--- config.mk ---
export PLATFORM = sky130hd
export DESIGN_NAME = rhs2116_frame_deframer
export DESIGN_NICKNAME = d
export VERILOG_FILES = /design/src/rtl/rhs2116_frame_deframer.sv
export SDC_FILE = /design/constraint.sdc
export NUM_CORES = 1
export LEC_CHECK = 0
export CELL_PAD_IN_SITES_DETAIL_PLACEMENT = 2
export CELL_PAD_IN_SITES_GLOBAL_PLACEMENT = 2
export CORE_MARGIN = 1.5
export CORE_UTILIZATION = 37
export DETAILED_ROUTE_END_ITERATION = 7
export GPL_ROUTABILITY_DRIVEN = 0
export MAX_ROUTING_LAYER = met4
export PLACE_DENSITY = 0.89
export SLEW_MARGIN = 10
export SYNTH_ARGS = -nofsm -noshare
export SYNTH_HDL_FRONTEND = slang
export SYNTH_SLANG_ARGS = --single-unit
--- constraint.sdc ---
create_clock -name clk_sys -period 5.5 [get_ports clk_sys]
set_input_delay 1.1 -clock clk_sys [delete_from_list [all_inputs] [get_ports clk_sys]]
set_output_delay 1.1 -clock clk_sys [all_outputs]
set_load 0.005 [all_outputs]
--- src/rtl/rhs2116_frame_deframer.sv ---
// rtl/rhs2116_frame_deframer.sv - sync hunt, frame assembly, CRC-8 check and lock tracking for the recovered bit stream
module rhs2116_frame_deframer #(
  parameter logic [7:0] SYNC_WORD   = 8'hAA,
  parameter int         CNT_W       = 8,
  parameter int         DATA_W      = 32,
  parameter logic [7:0] CRC_POLY    = 8'h07,
  parameter int         LOCK_FRAMES = 2,
  parameter int         LOSS_ERRORS = 3,
  parameter int         MAX_GAP     = 64
) (
  input  logic              clk_sys,
  input  logic              rst,
  input  logic              bit_in,
  input  logic              bit_valid,
  output logic [DATA_W-1:0] data_out,
  output logic [CNT_W-1:0]  cnt_out,
  output logic              data_valid,
  output logic              locked,
  output logic              frame_error,
  output logic              seq_error,
  output logic              sync_lost
);

  localparam int BODY_W       = CNT_W + DATA_W;
  localparam int COLLECT_BITS = BODY_W + 8;
  localparam int BW           = $clog2(COLLECT_BITS);
  localparam int GW           = $clog2(LOCK_FRAMES + 1);
  localparam int EW           = $clog2(LOSS_ERRORS + 1);
  localparam int PW           = $clog2(MAX_GAP + 1);
  localparam logic [GW-1:0] LOCK_N = GW'(LOCK_FRAMES);
  localparam logic [EW-1:0] LOSS_N = EW'(LOSS_ERRORS);
  localparam logic [PW-1:0] GAP_N  = PW'(MAX_GAP);

  function automatic logic [7:0] crc_step(input logic [7:0] c, input logic b);
    return {c[6:0], 1'b0} ^ ((c[7] ^ b) ? CRC_POLY : 8'h00);
  endfunction

  function automatic logic [7:0] crc_of_byte(input logic [7:0] v);
    logic [7:0] c;
    c = 8'h00;
    for (int i = 7; i >= 0; i--) c = crc_step(c, v[i]);
    return c;
  endfunction

  // The sync byte is only recognised after it is complete, so its CRC is seeded as a constant.
  localparam logic [7:0] SYNC_CRC = crc_of_byte(SYNC_WORD);

  typedef enum logic [1:0] {HUNT, COLLECT, SEEK} state_t;

  state_t                  state;
  logic [6:0]              win;
  logic [2:0]              fill;
  logic [BW-1:0]           bit_cnt;
  logic [7:0]              crc;
  logic [COLLECT_BITS-2:0] shreg;
  logic [GW-1:0]           good_cnt;
  logic [EW-1:0]           err_cnt;
  logic [PW-1:0]           gap_cnt;
  logic                    prev_valid;
  logic [CNT_W-1:0]        prev_cnt;

  logic [7:0]              win_next;
  logic                    sync_hit;
  logic                    frame_last;
  logic [COLLECT_BITS-1:0] full;
  logic [CNT_W-1:0]        rx_cnt;
  logic [DATA_W-1:0]       rx_data;
  logic                    crc_ok;
  logic [GW-1:0]           good_inc;
  logic [EW-1:0]           err_inc;
  logic [PW-1:0]           gap_inc;
  logic                    gap_hit;
  logic                    bad_event;

  // fill guards against matching on bits left over from the previous frame.
  assign win_next   = {win, bit_in};
  assign sync_hit   = (fill == 3'd7) && (win_next == SYNC_WORD);
  assign frame_last = (bit_cnt == BW'(COLLECT_BITS - 1));
  assign full       = {shreg, bit_in};
  assign rx_cnt     = full[COLLECT_BITS-1 -: CNT_W];
  assign rx_data    = full[DATA_W+7 -: DATA_W];
  assign crc_ok     = (full[7:0] == crc);
  assign good_inc   = (good_cnt == LOCK_N) ? good_cnt : good_cnt + GW'(1);
  assign err_inc    = err_cnt + EW'(1);
  assign gap_inc    = gap_cnt + PW'(1);
  assign gap_hit    = (gap_inc == GAP_N);
  assign bad_event  = (state == SEEK && !sync_hit && gap_hit) ||
                      (state == COLLECT && frame_last && !crc_ok && locked);

  always_ff @(posedge clk_sys) begin
    data_valid  <= 1'b0;
    frame_error <= 1'b0;
    seq_error   <= 1'b0;
    sync_lost   <= 1'b0;
    if (rst) begin
      state      <= HUNT;
      win        <= '0;
      fill       <= '0;
      bit_cnt    <= '0;
      crc        <= '0;
      shreg      <= '0;
      good_cnt   <= '0;
      err_cnt    <= '0;
      gap_cnt    <= '0;
      prev_valid <= 1'b0;
      prev_cnt   <= '0;
      data_out   <= '0;
      cnt_out    <= '0;
      locked     <= 1'b0;
    end else if (bit_valid) begin
      win <= win_next[6:0];
      if (fill != 3'd7) fill <= fill + 3'd1;
      case (state)
        HUNT: begin
          if (sync_hit) begin
            state   <= COLLECT;
            bit_cnt <= '0;
            crc     <= SYNC_CRC;
          end
        end
        SEEK: begin
          if (sync_hit) begin
            state   <= COLLECT;
            bit_cnt <= '0;
            crc     <= SYNC_CRC;
            gap_cnt <= '0;
          end else if (gap_hit) begin
            gap_cnt <= '0;
          end else begin
            gap_cnt <= gap_inc;
          end
        end
        COLLECT: begin
          shreg   <= full[COLLECT_BITS-2:0];
          bit_cnt <= bit_cnt + BW'(1);
          if (bit_cnt < BW'(BODY_W)) crc <= crc_step(crc, bit_in);
          if (frame_last) begin
            fill    <= '0;
            gap_cnt <= '0;
            if (crc_ok) begin
              data_valid <= 1'b1;
              data_out   <= rx_data;
              cnt_out    <= rx_cnt;
              seq_error  <= prev_valid && (rx_cnt != prev_cnt + CNT_W'(1));
              prev_valid <= 1'b1;
              prev_cnt   <= rx_cnt;
              err_cnt    <= '0;
              good_cnt   <= good_inc;
              locked     <= locked || (good_inc == LOCK_N);
              state      <= (locked || (good_inc == LOCK_N)) ? SEEK : HUNT;
            end else begin
              frame_error <= 1'b1;
              if (!locked) begin
                state      <= HUNT;
                good_cnt   <= '0;
                prev_valid <= 1'b0;
              end else begin
                state <= SEEK;
              end
            end
          end
        end
        default: state <= HUNT;
      endcase
      // Loss overrides whatever next state the case above picked.
      if (bad_event) begin
        if (err_inc == LOSS_N) begin
          sync_lost  <= 1'b1;
          locked     <= 1'b0;
          state      <= HUNT;
          fill       <= '0;
          good_cnt   <= '0;
          err_cnt    <= '0;
          gap_cnt    <= '0;
          prev_valid <= 1'b0;
        end else begin
          err_cnt <= err_inc;
        end
      end
    end
  end

endmodule

==> impl_summary.log <==
INFO  metric ys_dominant_reg_cell = sky130_fd_sc_hd__dfxtp_1
INFO  metric dpl.cell_count = 879
INFO  metric ys_top_cells_by_count = sky130_fd_sc_hd__nand2_1 (205), sky130_fd_sc_hd__dfxtp_1 (130), sky130_fd_sc_hd__a21oi_1 (106), sky130_fd_sc_hd__nor2_1 (34), sky130_fd_sc_hd__clkbuf_1 (27)
INFO  metric synth-seq-area-share = 48.0%
INFO  metric dominant_cells_by_area_after_synthesis = sky130_fd_sc_hd__dfxtp_1 (48%), sky130_fd_sc_hd__nand2_1 (14%), sky130_fd_sc_hd__a21oi_1 (9.8%)
INFO  metric postSynth.asyncResetShare = 0%
INFO  metric post-synth-top-area-fraction = 48.0%
INFO  metric synth-warning-count = 0
INFO  metric period_minus_slack = 4.03 ns
INFO  metric max_freq = 248 MHz
INFO  metric crit_chain = clkdlybuf4s50_1, xor2_1, nor4_1, and2_1, nand3_1, buf_4, nand2_1, a21oi_1
INFO  metric critical_path.max_fanout = 28
INFO  metric seq_power_share = 44.6%
INFO  metric cp.arrival = 4.28 ns
INFO  metric fin_nets = 727
INFO  metric clock_sink_count = 130
INFO  metric num-fill-cells = 1564
INFO  metric place.port_buffers = 48
INFO  metric clock-root-buffer = sky130_fd_sc_hd__clkbuf_16
INFO  metric postCtsSetupBuffers = 0
INFO  metric slowest_delay = 0.94 ns
INFO  metric post_drt_wl_per_cell = 21.5 µm
INFO  metric design.portCount = 49
INFO  metric report.final.hold_viol_count = 0
INFO  metric startpoint_type = primary input
INFO  metric dp_hpwl = 10900 µm
INFO  metric final.setup.tns = 0 ns
INFO  metric dp_worst_setup_slack = 1.29 ns
INFO  metric hold_class = flop to flop
INFO  metric max-slew-margin-rel = 10.5%
INFO  metric clock_tree.htree_level_count = 4
INFO  metric areaGrowthSynthToFinish = 21.9%
INFO  metric worstSetupPathType = primary input to flop
INFO  metric antenna_found_initial = 0
INFO  metric synth_most_common_cell = sky130_fd_sc_hd__nand2_1
INFO  metric synth_cell_type_count = 58
INFO  metric power_frac_clock = 53.6%
INFO  metric setup_viol_count_final = 0
INFO  metric clock-skew-final = 0.0119 ns
INFO  metric clock_tree.buffer_depth = 2
INFO  metric postSynthAreaPerCell = 8.01 µm²
INFO  metric insertion_delay = 0.44 ns
INFO  metric setup_slack = 1.47 ns
INFO  metric groute.usage.overall = 28.0%
INFO  metric final_cell_count_no_fill = 910
INFO  metric initialDrtViolationCount = 262
INFO  metric total_grt_overflow = 0
INFO  metric cts_tree = done
INFO  metric power.switching = 0.499 mW
INFO  metric pin_count_of_the_biggest_net_entering_global_routing = 105
INFO  metric synth_largest_area_cell = sky130_fd_sc_hd__dfxtp_1
INFO  metric share_comb_of_total_power = 1.8%
INFO  metric cts-hold-fix-buffers = 0
INFO  metric insertedDiodeCount = 0
INFO  metric grt_pass1_wl = 31100 µm
INFO  metric grt_setup_unrepaired = no
INFO  metric power_switching_share = 23.6%
INFO  metric post_cts_resize_count = 0
INFO  metric power_per_cell_area = 321 nW/µm²
INFO  metric worst_setup_hold_path_clk_slew = 0.06 ns
INFO  metric initial_utilization = 37.6%
INFO  metric timing.max_cap.violations = 0
INFO  metric worst_setup_path_end_kind = flop
INFO  metric core.rowCount = 44
INFO  metric vias = 5089
INFO  metric number_of_enable_flip_flop_cells_after_synthesis = 0
INFO  metric drt_wl_total = 19600 µm
INFO  metric cts-buffers-inserted = 17
INFO  metric worst_hold_slack = 0.462 ns
INFO  metric synthesis.area = 5420 µm²
INFO  metric number_of_vias_per_cell_after_detailed_routing = 5.59
INFO  metric min_period_over_period = 73.2%
INFO  metric ff2ff_setup_slack = 2.24 ns
INFO  metric ys_ff_latch = 130
INFO  metric drt-pass1-iter-count = 4
INFO  metric critPathRequiredTime = 5.75 ns
INFO  metric grt_pass1_vias = 5620
INFO  metric floorplan.die.width = 124 µm
INFO  metric slew_at_the_pin_with_the_worst_max_slew_slack = 1.33 ns
INFO  metric remaining_drcs = 0
INFO  metric p_int = 1.62 mW
INFO  metric post_route_cells_drive_above_1_share = 6.89%
INFO  metric run_status = finished clean
INFO  metric postRouteAntennaNets = 0
INFO  metric die_height = 124 µm
INFO  metric crit_slowest_cell = sky130_fd_sc_hd__nor4_1
INFO  metric power_leakage = 2.26 nW
INFO  metric number_of_nets_in_the_synthesized_netlist = 690
INFO  metric die-area = 15400 µm²
INFO  metric drv_slew = 0
INFO  metric syn-instance-count = 677
INFO  metric placeableCoreArea = 14400 µm²
INFO  metric ir_worst_vdd = 248 µV
## final cells by class
| type | instances | area [µm²] | share of cell area [%] |
|---|---|---|---|
| clock inverter | 12 | 136 | 2.06 |
| timing repair buffer | 54 | 523 | 7.91 |
| inverter | 12 | 45.0 | 0.682 |
| sequential | 130 | 2600 | 39.4 |
| clock buffer | 19 | 433 | 6.55 |
| tap | 184 | 230 | 3.48 |
| multi-input combinational | 499 | 2640 | 39.9 |
## state kept, by name, summed over array words and instances (netlist names)
name	cells
sync_lost	1
locked	1
bit_cnt	6
win	7
prev_valid	1
data_out	32
shreg	47
crc	8
err_cnt	2
gap_cnt	7
good_cnt	2
fill	3
prev_cnt	8
frame_error	1
seq_error	1
state	2
data_valid	1
## power groups by stage
stage	Sequential [mW]	Clock [mW]	Combinational [mW]
after CTS	0.945	1.15	0.0374
after global placement	0.966	0	0.0347
after global routing	0.945	1.19	0.0413
after detailed placement	0.966	0	0.0365
final	0.946	1.14	0.0376
after floorplan	0.966	0	0.0258
## per-stage QoR
| step | util (%) | instance area (µm²) | total power, mW |
|---|---|---|---|
| after CTS | 45.8 | 6610 | 2.13 |
| after global placement | 41.9 | 6040 | 1.00 |
| after detailed placement | 41.9 | 6040 | 1.00 |
| after floorplan | - | 5420 | 0.991 |
| final | 45.8 | 6610 | 2.12 |
| after global routing | 45.8 | 6610 | 2.17 |
## placed cells by master (no fill, tap or decap), drive strengths merged, types with 4 or more instances in the layout
cell / netlist / final
nand4: 4 / 4
nor4: 5 / 5
or3: 4 / 4
dfxtp: 130 / 130
clkbuf: 27 / 19
ha: 9 / 9
inv: 12 / 13
xnor2: 10 / 10
nand2b: 7 / 7
mux2i: 8 / 8
nand3: 14 / 14
o21ai: 14 / 14
a21oi: 108 / 108
nor2: 35 / 35
buf: 9 / 7
clkdlybuf4s50: 0 / 47
nor3: 4 / 4
nand2: 205 / 205
clkinv: 0 / 6
xor2: 15 / 15
## path summary, 6_finish.rpt
| path | to | depth (start not counted) | startpoint |
|---|---|---|---|
| setup reg to reg | data_out[19] | 7 | shreg[3] |
| setup / recovery | data_out[19] | 8 | bit_in |
| hold reg to reg | data_out[24] | 2 | data_out[24] |
| hold / removal | data_out[24] | 2 | data_out[24] |
## cells by family after synthesis
family	Yosys count	synth area share [%]
simple gates	299	24.0
compound gates	156	16.5
flops	130	48.0
buf+inv	48	3.42
xor+xnor	25	4.04
mux	10	1.96
fa+ha+maj	9	2.08
## routing by layer
layer / vias to the layer above / global-route usage [%] / wire [µm]
met5: - / - / 0
met2: 96 / 48.1 / 10300
met4: 0 / 14.6 / 670
met1: 2592 / 30.2 / 8060
li1: 2362 / - / -
met3: 39 / 6.04 / 530
## critical path: cells and delay by family
kind | cells | cell delay (ns)
compound gates | 1 | 0.11
buf+inv | 2 | 1.01
xor+xnor | 1 | 0.24
simple gates | 4 | 1.80
No activity file was read; power rests on OpenSTA's default activity.
==> patch 1 (config.mk and constraints unchanged) <==
Register the inputs `bit_in` and `bit_valid` before use, without a reset. The logic sees them one clock later.
--- a/src/rtl/rhs2116_frame_deframer.sv
+++ b/src/rtl/rhs2116_frame_deframer.sv
@@ -30,6 +30,14 @@
   localparam logic [GW-1:0] LOCK_N = GW'(LOCK_FRAMES);
   localparam logic [EW-1:0] LOSS_N = EW'(LOSS_ERRORS);
   localparam logic [PW-1:0] GAP_N  = PW'(MAX_GAP);
+
+  logic bit_q;
+  logic bit_valid_q;
+
+  always_ff @(posedge clk_sys) begin
+    bit_q       <= bit_in;
+    bit_valid_q <= bit_valid;
+  end
 
   function automatic logic [7:0] crc_step(input logic [7:0] c, input logic b);
     return {c[6:0], 1'b0} ^ ((c[7] ^ b) ? CRC_POLY : 8'h00);
@@ -73,10 +81,10 @@
   logic                    bad_event;
 
   // fill guards against matching on bits left over from the previous frame.
-  assign win_next   = {win, bit_in};
+  assign win_next   = {win, bit_q};
   assign sync_hit   = (fill == 3'd7) && (win_next == SYNC_WORD);
   assign frame_last = (bit_cnt == BW'(COLLECT_BITS - 1));
-  assign full       = {shreg, bit_in};
+  assign full       = {shreg, bit_q};
   assign rx_cnt     = full[COLLECT_BITS-1 -: CNT_W];
   assign rx_data    = full[DATA_W+7 -: DATA_W];
   assign crc_ok     = (full[7:0] == crc);
@@ -107,7 +115,7 @@
       data_out   <= '0;
       cnt_out    <= '0;
       locked     <= 1'b0;
-    end else if (bit_valid) begin
+    end else if (bit_valid_q) begin
       win <= win_next[6:0];
       if (fill != 3'd7) fill <= fill + 3'd1;
       case (state)
@@ -133,7 +141,7 @@
         COLLECT: begin
           shreg   <= full[COLLECT_BITS-2:0];
           bit_cnt <= bit_cnt + BW'(1);
-          if (bit_cnt < BW'(BODY_W)) crc <= crc_step(crc, bit_in);
+          if (bit_cnt < BW'(BODY_W)) crc <= crc_step(crc, bit_q);
           if (frame_last) begin
             fill    <= '0;
             gap_cnt <= '0;
Check against the original RTL: no difference found for any inputs over 10 cycles, from zero or initial values and one cycle with rst high; that may be too few to reach the edited logic, so the function may still have changed.
==> patch 1 against the unedited design <==
  * Final area increased by 0.28%
  * Clock skew decreased by 4.5 ps
  * Power decreased by 3.0%
  * Synthesized area increased by 0.74%
  * Routed wire length decreased by 7.0%
  * Hold slack got worse by 2.5 ps
  * Sequential cell count increased by 2
  * Setup slack improved by 1300 ps
  * Highest routed layer unchanged
==> patch 1: results (changes against the unedited design) <==
[global_route]
grt_pass1_vias=5410  ; -3.7%
track_usage_pct=24.81  ; -3.1 points
grt_pass1_wl_um=29880  ; -3.8%
grt_max_degree=89  ; -15%

[timing]
clock.fmax_ghz=0.3603  ; +45%
worst_clock_skew_ps=7.399  ; -4.492 ps
fin_hold_ws_ps=459.1  ; -2.477 ps
tightest_slew_ps=941.2  ; -389.6 ps

[cells_and_area]
n_all_buffers=54  ; unchanged
seq_area_um2=2643  ; +1.5%
stdcell_area_um2=6628  ; +0.28%
n_clock_buffer=21  ; +2
nonClkBufAreaFrac_pct=7.891  ; -0.022 points
clock_area_share_pct=8.269  ; -0.35 points
nets=729  ; +0.28%
final_layout_size_suffix_gt1_share_pct=7.133  ; +0.25 points
fin_cells=913  ; +0.33%
fillCellCount=1588  ; +1.5%

[detailed_routing]
drt_iter0_markers=293  ; +12%
wl_per_cell_um=19.96  ; -7.3%
via_per_inst=5.463  ; -2.3%

[worst_setup_path]
crit_arrival_ps=3120  ; -1160 ps
reg2reg_to=data_out[22]$_SDFFE_PP0P_
reg2reg_depth=9  ; +2
r2r_slack_ps=2720  ; +480 ps
slowest_stage=ha_1
critPathMaxFanout=43  ; +54%
r2r-start=state[1]$_SDFFE_PP0P_
crit_type=reg2reg

[synth]
synth_area_leaders=dfxtp_1, nand2_1, a21oi_1, xor2_1, nor2_1
synth.avg_cell_area_um2=8.043  ; +0.44%
ys_ff_latch=132  ; +1.5%
syn-num-nets=692  ; +0.29%
ys_top_cells_by_count=nand2_1, dfxtp_1, a21oi_1, nor2_1, clkbuf_1
ys_seq_area_share_pct=48.38  ; +0.38 points
yosysUniqueCellTypes=58  ; unchanged

[placed_design]
pre_cts_ws_ps=2782  ; +1495 ps
place_area_um2=6080  ; +0.66%
dpl.hpwl_um=10920  ; about the same
dpl.cell_count=881  ; +0.23%

[pwr]
p_leak_nw=2.273  ; +0.58%
ir_drop_uv=185.0  ; -25%

[clocking]
clockRootBuffer=clkbuf_16

[run_status]
status=completed

[worst_hold_path]
hold_end=data_out[5]$_SDFFE_PP0P_

==> patch 1: changes by cell type after synthesis, sizes merged <==
cell   change
dfxtp      +2
==> patch 1: cells by family (layout without fill, tap and decap cells) <==
kind of cell,Yosys count,after routing,synth area share (%)
DFF,132,132,48.38
muxes,10,10,1.947
and+or+nand+nor,299,299,23.78
AOI/OAI and AO/OA,156,156,16.43
buffers and inverters,48,98,3.391
xor gates and xnor gates,25,25,4.009
adders and majority gates,9,9,2.062
==> patch 1: report_power, final <==
part / switching (mW) / internal (mW) / total, mW / leakage, nW
Clock: 0.445 / 0.612 / 1.06 / 0.266
Sequential: 0.00249 / 0.959 / 0.962 / 1.06
Combinational: 0.0273 / 0.00925 / 0.0366 / 0.943
Total: 0.475 / 1.58 / 2.05 / 2.27
==> patch 1: layer usage <==
layer | vias up | track usage, % | wire (um)
li1 | 2364 | - | -
met1 | 2522 | 27.81 | 7801
met2 | 72 | 43.89 | 9673
met3 | 30 | 4.296 | 343
met4 | 0 | 9.669 | 408
met5 | - | - | 0
==> patch 2 (same flow settings) <==
Made on the original files. The parameter `DATA_W` goes from 32 to 64.
--- a/src/rtl/rhs2116_frame_deframer.sv
+++ b/src/rtl/rhs2116_frame_deframer.sv
@@ -2,7 +2,7 @@
 module rhs2116_frame_deframer #(
   parameter logic [7:0] SYNC_WORD   = 8'hAA,
   parameter int         CNT_W       = 8,
-  parameter int         DATA_W      = 32,
+  parameter int         DATA_W      = 64,
   parameter logic [7:0] CRC_POLY    = 8'h07,
   parameter int         LOCK_FRAMES = 2,
   parameter int         LOSS_ERRORS = 3,
Ports: changed (resized data_out); port bits go from 49 to 81. The function was not compared with the original's and may differ.
==> patch 2 against the unedited design <==
  * Final area up 40%
  * Synthesized area up 44%
  * Critical endpoint is now crc[7]$_SDFFE_PP0P_
  * Routed wire length up 25%
  * Hold slack worse by 3.2 ps
  * Non-clock buffer count up 33
  * Setup slack better by 590 ps
  * Sequential cell count up 65
  * Power up 27%
  * Critical path depth down 1
  * Core utilization down 0.59 points
  * Clock power up 8%
==> patch 2: results (changes against the unedited design) <==
[placed_design]
place_area_um2=8707  ; +44%
portBuffers=80  ; +67%
dpl.cell_count=1260  ; +43%
pre_cts_ws_ps=1702  ; +416.0 ps
dpl.hpwl_um=14190  ; +30%

[cells_and_area]
nets=1022  ; +41%
clock_area_share_pct=6.061  ; -2.6 points
nNonClkInverters=13  ; +1
n_all_buffers=87  ; +61%
fillCellCount=2300  ; +47%
multi_input_gates=695  ; +39%
seq_area_um2=3904  ; +50%
multi_input_area_share_pct=38.30  ; -1.6 points
top_regs=shreg (79), data_out (64)
n_clock_buffer=18  ; -1
nonClkBufAreaFrac_pct=9.355  ; +1.4 points
syn2layout_area_growth_pct=18.66
final_layout_size_suffix_gt1_share_pct=5.577  ; -1.3 points

[worst_setup_path]
critPathMaxFanout=16  ; -43%
r2r-start=state[1]$_SDFFE_PP0P_
slowest_stage=and4b_1
slowest_delay_ps=640  ; -300 ps
crit_arrival_ps=3800  ; -480 ps

[detailed_routing]
wl_met2_um=12450  ; +20%
wl_per_cell_um=18.91  ; -12%
first_pass_iters=4  ; unchanged
drt_wl_total_um=24440  ; +25%
dr_wl_met3_um=696  ; +31%
met1_length_um=10710  ; +33%
drt_iter0_markers=264  ; +0.76%
via_count=7036  ; +38%

[synth]
ys_top_cells_by_count=nand2_1, dfxtp_1, a21oi_1, clkbuf_1, nor2_1
ys_seq_area_share_pct=49.98  ; +2.0 points
synth_area_leaders=dfxtp_1, nand2_1, a21oi_1, clkbuf_1, xor2_1
syn_area_um2=7811  ; +44%
yosysUniqueCellTypes=63  ; +8.6%
syn-num-nets=980  ; +42%
ys_ff_latch=195  ; +50%
syn_inst=967  ; +43%

[pwr]
pg_clk_mw=1.23  ; +8%
ir_drop_uv=216.9  ; -12%
p_leak_nw=2.965  ; +31%
comb_power_uw=45.8  ; +22%
power_sequential_mw=1.41  ; +49%
power.share.switching_pct=24.55  ; +0.97 points

[clocking]
cts_buffer_depth=2  ; unchanged

[global_route]
grt_use_met1_pct=27.86  ; -2.4 points
track_usage_pct=23.79  ; -4.2 points
met2_usage_pct=41.45  ; -6.7 points
grt_max_degree=101  ; -3.8%
met3_usage_pct=3.528  ; -2.5 points
grt_pass1_wl_um=40390  ; +30%
grt_pass1_vias=7603  ; +35%

[worst_hold_path]
min_from=data_out[35]$_SDFFE_PP0P_

[timing]
maxSlewHeadroom_pct=30.38  ; +20 points
worst_clock_skew_ps=12.99  ; +1.098 ps

[run_status]
status=completed

patch 2: worst register-to-register path: stages, from the launching register on:
cell and delay (ps):
dfxtp_1 350, inv_1 130, ha_1 570, or4b_1 670, a211oi_2 360, o21a_1 350
nor2_1 160, a32o_1 270
patch 2: worst paths after layout:
path	end	slack (ps)	depth (start not counted)
max	crc[7]$_SDFFE_PP0P_	2060	7
min	data_out[35]$_SDFFE_PP0P_	460	2
max reg2reg	gap_cnt[4]$_SDFFE_PP0P_	2560	7
min reg2reg	data_out[35]$_SDFFE_PP0P_	460	2
patch 2: logic make-up (layout without fill, tap and decap cells):
| group | Yosys count | after routing | synth area share (%) |
|---|---|---|---|
| adders and majority gates | 9 | 9 | 1.442 |
| DFF | 195 | 195 | 49.98 |
| xor gates and xnor gates | 27 | 27 | 3.027 |
| and+or+nand+nor | 416 | 416 | 22.39 |
| AOI/OAI and AO/OA | 235 | 235 | 17.44 |
| buffers and inverters | 77 | 132 | 4.693 |
| muxes | 8 | 8 | 1.025 |
